<file path="src/rtl/core_mc.sv">
// Multi-cycle RV32I-subset core with req/ack instruction and data ports.
// SYSTEM opcode (ecall/ebreak) is the halt instruction; unrecognised opcodes retire as no-ops.
module core_mc #(
  parameter int unsigned XLEN      = 32,
  parameter int unsigned RESET_PC  = 0,
  parameter int unsigned PC_INC    = 1,
  parameter int unsigned IMM_SHIFT = 2
) (
  input  logic            clk,
  input  logic            rst,
  input  logic [XLEN-1:0] last_pc,
  output logic            imem_req,
  output logic [XLEN-1:0] imem_addr,
  input  logic            imem_ack,
  input  logic [31:0]     imem_rdata,
  output logic            dmem_req,
  output logic            dmem_we,
  output logic [1:0]      dmem_width,
  output logic [XLEN-1:0] dmem_addr,
  output logic [XLEN-1:0] dmem_wdata,
  input  logic            dmem_ack,
  input  logic [XLEN-1:0] dmem_rdata,
  output logic            retired,
  output logic            halted
);
  localparam int unsigned SHW = $clog2(XLEN);
  localparam logic [6:0] OP_LUI    = 7'b0110111;
  localparam logic [6:0] OP_JAL    = 7'b1101111;
  localparam logic [6:0] OP_JALR   = 7'b1100111;
  localparam logic [6:0] OP_BRANCH = 7'b1100011;
  localparam logic [6:0] OP_LOAD   = 7'b0000011;
  localparam logic [6:0] OP_STORE  = 7'b0100011;
  localparam logic [6:0] OP_IMM    = 7'b0010011;
  localparam logic [6:0] OP_REG    = 7'b0110011;
  localparam logic [6:0] OP_SYSTEM = 7'b1110011;

  typedef enum logic [2:0] {S_IDLE, S_FETCH, S_EXEC, S_MEM, S_WB, S_HALT} state_t;

  state_t          r_state, w_state_nxt;
  logic [XLEN-1:0] r_pc, w_pc_nxt;
  logic [31:0]     r_ir, w_ir_nxt;
  logic            r_imem_req, w_imem_req_nxt;
  logic            r_dmem_req, w_dmem_req_nxt;
  logic            r_dmem_we, w_dmem_we_nxt;
  logic [1:0]      r_dmem_width, w_dmem_width_nxt;
  logic [XLEN-1:0] r_dmem_addr, w_dmem_addr_nxt;
  logic [XLEN-1:0] r_dmem_wdata, w_dmem_wdata_nxt;
  logic            r_retired, w_retired_nxt;
  logic            r_halted, w_halted_nxt;
  logic [XLEN-1:0] r_wb_val, w_wb_val_nxt;
  logic [XLEN-1:0] r_next_pc, w_next_pc_nxt;
  logic            r_rf_we, w_rf_we_nxt;
  logic            r_halt_req, w_halt_req_nxt;
  logic [4:0]      r_rd, w_rd_nxt;
  logic [2:0]      r_ld_f3, w_ld_f3_nxt;
  logic            w_rf_wen;
  logic [XLEN-1:0] r_regs [32];

  logic [6:0]             w_opc;
  logic [4:0]             w_rs1_idx, w_rs2_idx;
  logic [2:0]             w_f3;
  logic                   w_f7b5;
  logic signed [XLEN-1:0] w_imm_i, w_imm_s, w_imm_b, w_imm_j, w_imm_u;
  logic signed [XLEN-1:0] w_off_i, w_off_b, w_off_j;
  logic [XLEN-1:0]        w_rs1, w_rs2, w_opb, w_alu, w_pc_inc, w_ld_ext;
  logic [SHW-1:0]         w_shamt;
  logic                   w_br_cond, w_is_mem;

  assign imem_req   = r_imem_req;
  assign imem_addr  = r_pc;
  assign dmem_req   = r_dmem_req;
  assign dmem_we    = r_dmem_we;
  assign dmem_width = r_dmem_width;
  assign dmem_addr  = r_dmem_addr;
  assign dmem_wdata = r_dmem_wdata;
  assign retired    = r_retired;
  assign halted     = r_halted;

  // Instruction field decode and sign-extended immediates
  assign w_opc     = r_ir[6:0];
  assign w_rs1_idx = r_ir[19:15];
  assign w_rs2_idx = r_ir[24:20];
  assign w_f3      = r_ir[14:12];
  assign w_f7b5    = r_ir[30];
  assign w_imm_i   = XLEN'($signed(r_ir[31:20]));
  assign w_imm_s   = XLEN'($signed({r_ir[31:25], r_ir[11:7]}));
  assign w_imm_b   = XLEN'($signed({r_ir[31], r_ir[7], r_ir[30:25], r_ir[11:8], 1'b0}));
  assign w_imm_j   = XLEN'($signed({r_ir[31], r_ir[19:12], r_ir[20], r_ir[30:21], 1'b0}));
  assign w_imm_u   = XLEN'($signed({r_ir[31:12], 12'b0}));
  assign w_off_i   = w_imm_i >>> IMM_SHIFT;
  assign w_off_b   = w_imm_b >>> IMM_SHIFT;
  assign w_off_j   = w_imm_j >>> IMM_SHIFT;
  assign w_pc_inc  = r_pc + XLEN'(PC_INC);
  assign w_rs1     = (w_rs1_idx == 5'd0) ? '0 : r_regs[w_rs1_idx];
  assign w_rs2     = (w_rs2_idx == 5'd0) ? '0 : r_regs[w_rs2_idx];
  assign w_is_mem  = (w_opc == OP_LOAD) || (w_opc == OP_STORE);

  // ALU and branch comparator
  always_comb begin
    w_opb   = (w_opc == OP_REG) ? w_rs2 : $unsigned(w_imm_i);
    w_shamt = w_opb[SHW-1:0];
    case (w_f3)
      3'b000:  w_alu = (w_opc == OP_REG && w_f7b5) ? w_rs1 - w_opb : w_rs1 + w_opb;
      3'b001:  w_alu = w_rs1 << w_shamt;
      3'b010:  w_alu = XLEN'($signed(w_rs1) < $signed(w_opb));
      3'b011:  w_alu = XLEN'(w_rs1 < w_opb);
      3'b100:  w_alu = w_rs1 ^ w_opb;
      3'b101:  w_alu = w_f7b5 ? XLEN'($signed(w_rs1) >>> w_shamt) : w_rs1 >> w_shamt;
      3'b110:  w_alu = w_rs1 | w_opb;
      default: w_alu = w_rs1 & w_opb;
    endcase
    case (w_f3)
      3'b000:  w_br_cond = (w_rs1 == w_rs2);
      3'b001:  w_br_cond = (w_rs1 != w_rs2);
      3'b100:  w_br_cond = ($signed(w_rs1) < $signed(w_rs2));
      3'b101:  w_br_cond = ($signed(w_rs1) >= $signed(w_rs2));
      3'b110:  w_br_cond = (w_rs1 < w_rs2);
      3'b111:  w_br_cond = (w_rs1 >= w_rs2);
      default: w_br_cond = 1'b0;
    endcase
  end

  // Load data extension by the funct3 latched in EXEC
  always_comb begin
    case (r_ld_f3)
      3'b000:  w_ld_ext = XLEN'($signed(dmem_rdata[7:0]));
      3'b001:  w_ld_ext = XLEN'($signed(dmem_rdata[15:0]));
      3'b100:  w_ld_ext = XLEN'(dmem_rdata[7:0]);
      3'b101:  w_ld_ext = XLEN'(dmem_rdata[15:0]);
      default: w_ld_ext = dmem_rdata;
    endcase
  end

  // Next-state and registered-output logic
  always_comb begin
    w_state_nxt      = r_state;
    w_pc_nxt         = r_pc;
    w_ir_nxt         = r_ir;
    w_imem_req_nxt   = 1'b0;
    w_dmem_req_nxt   = 1'b0;
    w_dmem_we_nxt    = r_dmem_we;
    w_dmem_width_nxt = r_dmem_width;
    w_dmem_addr_nxt  = r_dmem_addr;
    w_dmem_wdata_nxt = r_dmem_wdata;
    w_retired_nxt    = 1'b0;
    w_halted_nxt     = r_halted;
    w_wb_val_nxt     = r_wb_val;
    w_next_pc_nxt    = r_next_pc;
    w_rf_we_nxt      = r_rf_we;
    w_halt_req_nxt   = r_halt_req;
    w_rd_nxt         = r_rd;
    w_ld_f3_nxt      = r_ld_f3;
    w_rf_wen         = 1'b0;
    case (r_state)
      S_IDLE: begin
        w_state_nxt    = S_FETCH;
        w_imem_req_nxt = 1'b1;
      end
      S_FETCH: begin
        if (r_imem_req && imem_ack) begin
          w_ir_nxt    = imem_rdata;
          w_state_nxt = S_EXEC;
        end else begin
          w_imem_req_nxt = 1'b1;
        end
      end
      S_EXEC: begin
        w_rd_nxt       = r_ir[11:7];
        w_ld_f3_nxt    = w_f3;
        w_halt_req_nxt = (w_opc == OP_SYSTEM);
        w_rf_we_nxt    = 1'b0;
        w_wb_val_nxt   = w_alu;
        w_next_pc_nxt  = w_pc_inc;
        case (w_opc)
          OP_IMM, OP_REG, OP_LOAD: w_rf_we_nxt = 1'b1;
          OP_LUI: begin
            w_rf_we_nxt  = 1'b1;
            w_wb_val_nxt = $unsigned(w_imm_u);
          end
          OP_JAL: begin
            w_rf_we_nxt   = 1'b1;
            w_wb_val_nxt  = w_pc_inc;
            w_next_pc_nxt = r_pc + $unsigned(w_off_j);
          end
          OP_JALR: begin
            w_rf_we_nxt   = 1'b1;
            w_wb_val_nxt  = w_pc_inc;
            w_next_pc_nxt = w_rs1 + $unsigned(w_off_i);
          end
          OP_BRANCH: if (w_br_cond) w_next_pc_nxt = r_pc + $unsigned(w_off_b);
          default: ;
        endcase
        if (w_is_mem) begin
          w_dmem_req_nxt   = 1'b1;
          w_dmem_we_nxt    = (w_opc == OP_STORE);
          w_dmem_width_nxt = w_f3[1:0];
          w_dmem_addr_nxt  = w_rs1 + $unsigned((w_opc == OP_STORE) ? w_imm_s : w_imm_i);
          w_dmem_wdata_nxt = w_rs2;
          w_state_nxt      = S_MEM;
        end else begin
          w_retired_nxt = 1'b1;
          w_state_nxt   = S_WB;
        end
      end
      S_MEM: begin
        if (r_dmem_req && dmem_ack) begin
          if (!r_dmem_we) w_wb_val_nxt = w_ld_ext;
          w_retired_nxt = 1'b1;
          w_state_nxt   = S_WB;
        end else begin
          w_dmem_req_nxt = 1'b1;
        end
      end
      S_WB: begin
        w_rf_wen = r_rf_we;
        w_pc_nxt = r_next_pc;
        if (r_halt_req || r_pc == last_pc) begin
          w_halted_nxt = 1'b1;
          w_state_nxt  = S_HALT;
        end else begin
          w_imem_req_nxt = 1'b1;
          w_state_nxt    = S_FETCH;
        end
      end
      default: ;
    endcase
  end

  always_ff @(posedge clk) begin
    if (rst) begin
      r_state      <= S_IDLE;
      r_pc         <= XLEN'(RESET_PC);
      r_ir         <= '0;
      r_imem_req   <= 1'b0;
      r_dmem_req   <= 1'b0;
      r_dmem_we    <= 1'b0;
      r_dmem_width <= '0;
      r_dmem_addr  <= '0;
      r_dmem_wdata <= '0;
      r_retired    <= 1'b0;
      r_halted     <= 1'b0;
      r_wb_val     <= '0;
      r_next_pc    <= '0;
      r_rf_we      <= 1'b0;
      r_halt_req   <= 1'b0;
      r_rd         <= '0;
      r_ld_f3      <= '0;
    end else begin
      r_state      <= w_state_nxt;
      r_pc         <= w_pc_nxt;
      r_ir         <= w_ir_nxt;
      r_imem_req   <= w_imem_req_nxt;
      r_dmem_req   <= w_dmem_req_nxt;
      r_dmem_we    <= w_dmem_we_nxt;
      r_dmem_width <= w_dmem_width_nxt;
      r_dmem_addr  <= w_dmem_addr_nxt;
      r_dmem_wdata <= w_dmem_wdata_nxt;
      r_retired    <= w_retired_nxt;
      r_halted     <= w_halted_nxt;
      r_wb_val     <= w_wb_val_nxt;
      r_next_pc    <= w_next_pc_nxt;
      r_rf_we      <= w_rf_we_nxt;
      r_halt_req   <= w_halt_req_nxt;
      r_rd         <= w_rd_nxt;
      r_ld_f3      <= w_ld_f3_nxt;
    end
  end

  // Register file: contents survive reset; x0 writes dropped
  always_ff @(posedge clk) begin
    if (!rst && w_rf_wen && r_rd != 5'd0) r_regs[r_rd] <= r_wb_val;
  end
endmodule

</file>
<file path="config.mk">
export PLATFORM = sky130hd
export DESIGN_NAME = core_mc
export DESIGN_NICKNAME = d
export VERILOG_FILES = /design/src/rtl/core_mc.sv
export SDC_FILE = /design/constraint.sdc
export NUM_CORES = 2
export LEC_CHECK = 0
export ABC_CLOCK_PERIOD_IN_PS = 5900
export BUFFER_PORTS_ARGS = -buffer_cell sky130_fd_sc_hd__buf_2
export CORE_AREA = 10 10 394 396
export DETAILED_ROUTE_END_ITERATION = 10
export DIE_AREA = 0 0 404 406
export GPL_TIMING_DRIVEN = 0
export MAX_ROUTING_LAYER = met4
export PLACE_DENSITY = 0.65
export REMOVE_ABC_BUFFERS = 1
export SYNTH_ARGS = -nofsm -noshare
export SYNTH_HDL_FRONTEND = slang
export SYNTH_SLANG_ARGS = --single-unit
export TNS_END_PERCENT = 50
</file>
<file path="constraint.sdc">
create_clock -name clk -period 5.9 [get_ports clk]
set_input_delay 0.885 -clock clk [delete_from_list [all_inputs] [get_ports clk]]
set_output_delay 0.885 -clock clk [all_outputs]
set_load 0.05 [all_outputs]
</file>
==> qor.yml <==
outcome:
  status: "finished, violations left"
  violations: "capacitance limit, slew limit, setup timing"
setup_path:
  endpoint_kind: "flip-flop"
  timing.rr.start: "r_ir[20]"
  crit_start: "r_ir[20]"
  critPathCapture: "r_wb_val[17]"
  ff2ff_path_depth: 17
  rrSetupSlack_ns: -0.07
  worstPathMaxFanout: 35
  crit_arrival_ns: 6.65
  critPathKind: "reg2reg"
  startpoint_type: "flip-flop"
  required_ns: 6.58
  r2r_end: "r_wb_val[17]"
power_and_ir_drop:
  cellLeakagePower_uw: 0.02654
  powerDensity_nw_per_um2: 244.6
  ir_drop_v: 0.0002310
die:
  num_io_pins: 203
  start_util_pct: 49.78
  chipHeight_um: 406
  die_width_um: 404
  dieArea_um2: 164000
  core-area_um2: 147100
  num_rows: 141
synthesis:
  synth_top_area_cell: "edfxtp_1"
  ys_seq_elements: 1246
  synth_cells: 6075
  synth_edf_count: 1024
  netlist_area_um2: 73250
  synthDistinctLibCells: 106
  synth.avg_cell_area_um2: 12.06
  yosys-top-cells-area: "edfxtp_1 (42%), mux4_2 (15%), dfxtp_1 (6.1%)"
  ys_warn_count: 0
  async_reset_ff_share_pct: 0
  synth_top_area_share_pct: 41.98
  synth_flop_cell: "edfxtp_1"
  yosys-top-cells-count: "edfxtp_1 (1024), nand2_1 (634), mux4_2 (489)"
  yosysSeqAreaShare_pct: 48.05
  yosysMostFrequentCell: "edfxtp_1"
sta:
  fmax_ghz: 0.1676
  rsz0062_at_grt: "true"
  post-route-period-util_pct: 101.1
  finalCriticalPeriod_ns: 5.966
  fin_skew_ns: 0.05115
  tightestPinTransition_ns: 1.502
  final.setup.worst_slack_ns: -0.06631
  final_hold_viol_count: 0
  finalSetupViolCount: 1
  timing.slew.headroom_pct: -0.9101
  drv_slew: 40
clock_tree:
  cts_buffer_depth: 3
  htreeDepth: 4
  hold_buffers: 0
  root_buffer: "clkbuf_16"
  cts.sinks: 1246
  cts_tree: "built"
  clkTransAtPathRegs_ns: 0.07
  clock_latency_ns: 0.83
  numCtsBuffers: 137
cells_and_area:
  final_cells: 8337
  nets: 6615
  fin_util_pct: 58.15
  area_growth_pct: 16.81
  drive_gt1_share_pct: 23.97
grt:
  antenna_found_initial: 11
  groute.layer.met2.usage_pct: 56.92
  grt_pass1_vias: 56720
  grt_pass1_wl_mm: 431.1
  grt_busiest_layer: "met2"
  overflow: 0
  grt_start_max_net_pins: 107
  grt.total_usage_pct: 37.90
  grtUsageMet1_pct: 47.28
  gr-usage-met3_pct: 8.400
drt:
  ant_nets: 0
  drt_iter0_drc: 9245
  drt-wirelength-per-cell_um: 37.65
  vias: 59480
  route.detailed.drc: 0
  via_per_inst: 7.135
  firstDrtPassIters: 7
  wirelength_mm: 313.9
placed_design:
  io_buffer_count: 202
  dp_hpwl_mm: 211.4
  placed_cells: 7912
  gp_congestion: 1.058
worst_hold_path:
  hp-class: "in2reg"
  holdCritStartpoint: "imem_rdata[5]"
flow_run:
  cap_violations: 4
## metrics by stage
| step | power [µW] | setup TNS, ns | area (µm²) | worst slack (ns) | hold slack (ns) |
|---|---|---|---|---|---|
| 6_report | 20930 | -0.06631 | 85560 | -0.06631 | 0.2969 |
| 5_1_grt | 21400 | -0.3666 | 85560 | -0.07155 | 0.3071 |
| 4_1_cts | 20720 | -1.812 | 84320 | -0.1527 | 0.2670 |
| 3_5_place_dp | 12030 | -183.94 | 77690 | -3.763 | 0.4424 |
| 3_3_place_gp | 12190 | -6046.52 | 74620 | -26.90 | 0.4323 |
| 2_1_floorplan | 11150 | -1018.74 | 71190 | -11.08 | 0.4227 |
## worst max-delay path: stages (launching register included)
cell and delay [ns]:
dfxtp_1 1.03, nor2_4 0.12, buf_4 0.30, or4_4 0.66, o21a_2 0.29, buf_12 0.19, ha_2 0.36, o21ai_0 0.09
a21oi_1 0.10, o41a_1 0.45, a21oi_1 0.51, nor3_1 0.19, o31ai_1 0.37, a31oi_1 0.22, mux2_2 0.32, nand2_1 0.07
o22ai_1 0.11, o41a_1 0.43
## worst min path at each step
stage,to,slack [ns],depth (start not counted)
global placement,imem_addr[22],0.43,2
detailed placement,dmem_addr[26],0.44,2
global route,r_ir[6],0.31,3
finish,r_ir[5],0.30,3
floorplan,imem_addr[22],0.42,2
CTS,r_ir[5],0.27,3
## cell type report
| class | instances | area, µm² |
|---|---|---|
| clock inverters | 71 | 738.2 |
| repair buffers | 493 | 5744 |
| well taps | 1930 | 2415 |
| diodes | 7 | 17.52 |
| multi-input cells | 4260 | 37070 |
| clock buffers | 174 | 3691 |
| fillers | 11830 | 61570 |
| inverters | 156 | 630.6 |
| flip-flops and latches | 1246 | 35250 |
## state kept, by name, indices dropped and copies added, names as in the netlist, named ones only
| name | flops |
|---|---|
| r_regs | 1024 |
| dmem_addr | 32 |
| dmem_wdata | 32 |
| imem_addr | 32 |
| r_ir | 32 |
| r_next_pc | 32 |
| r_wb_val | 32 |
| r_rd | 5 |
| r_ld_f3 | 3 |
| r_state | 3 |
| dmem_width | 2 |
| dmem_req | 1 |
| dmem_we | 1 |
| halted | 1 |
| imem_req | 1 |
| r_halt_req | 1 |
| r_rf_we | 1 |
| retired | 1 |
## layer usage
layer | up-vias | wire (µm) | share of wire, %
met3 | 983 | 36230 | 12
met4 | 0 | 22390 | 7.1
met1 | 30010 | 114700 | 37
met5 | - | 0 | 0
li1 | 24120 | - | -
met2 | 4370 | 140600 | 45
## cells in the final DEF (no fill, tap or decap), types with 146 or more instances in the layout
master | Yosys | final
buf_2 | 82 | 202
nor2_1 | 400 | 338
nand2_1 | 634 | 631
ha_1 | 215 | 193
dfxtp_1 | 222 | 201
mux2i_1 | 314 | 303
a22oi_1 | 151 | 150
mux4_2 | 489 | 489
edfxtp_1 | 1024 | 1024
a21oi_1 | 484 | 444
inv_1 | 146 | 146
o21ai_0 | 200 | 186
clkbuf_16 | 0 | 150
## what timing repair did
item / 4_1_cts / 5_1_grt
pin swaps: 38 / 27
cloned: 21 / 11
buffers inserted: 88 / 51
gates resized for setup: 208 / 104
endpoints found under the hold margin: 0 / 0
endpoints found under the setup margin: 89 / 61
## power breakdown
part           switching (µW)  internal (µW)  total [µW]
Clock                    3760           4860        8620
Combinational            1800            996        2800
Sequential               89.2           9420        9510
Total                    5650          15300       20900
## cell families after synthesis
group	count (synthesis)	share of synthesized area [%]
AND/OR/NAND/NOR	1554	9.533
adder cells (fa/ha/maj)	221	3.836
multiplexers	831	19.81
XOR/XNOR	165	1.973
other	1	0.005119
flip-flops	1246	48.05
buffers and inverters	605	3.773
AO/OA/AOI/OAI	1452	13.02
Power figures use the tool's default switching activity.
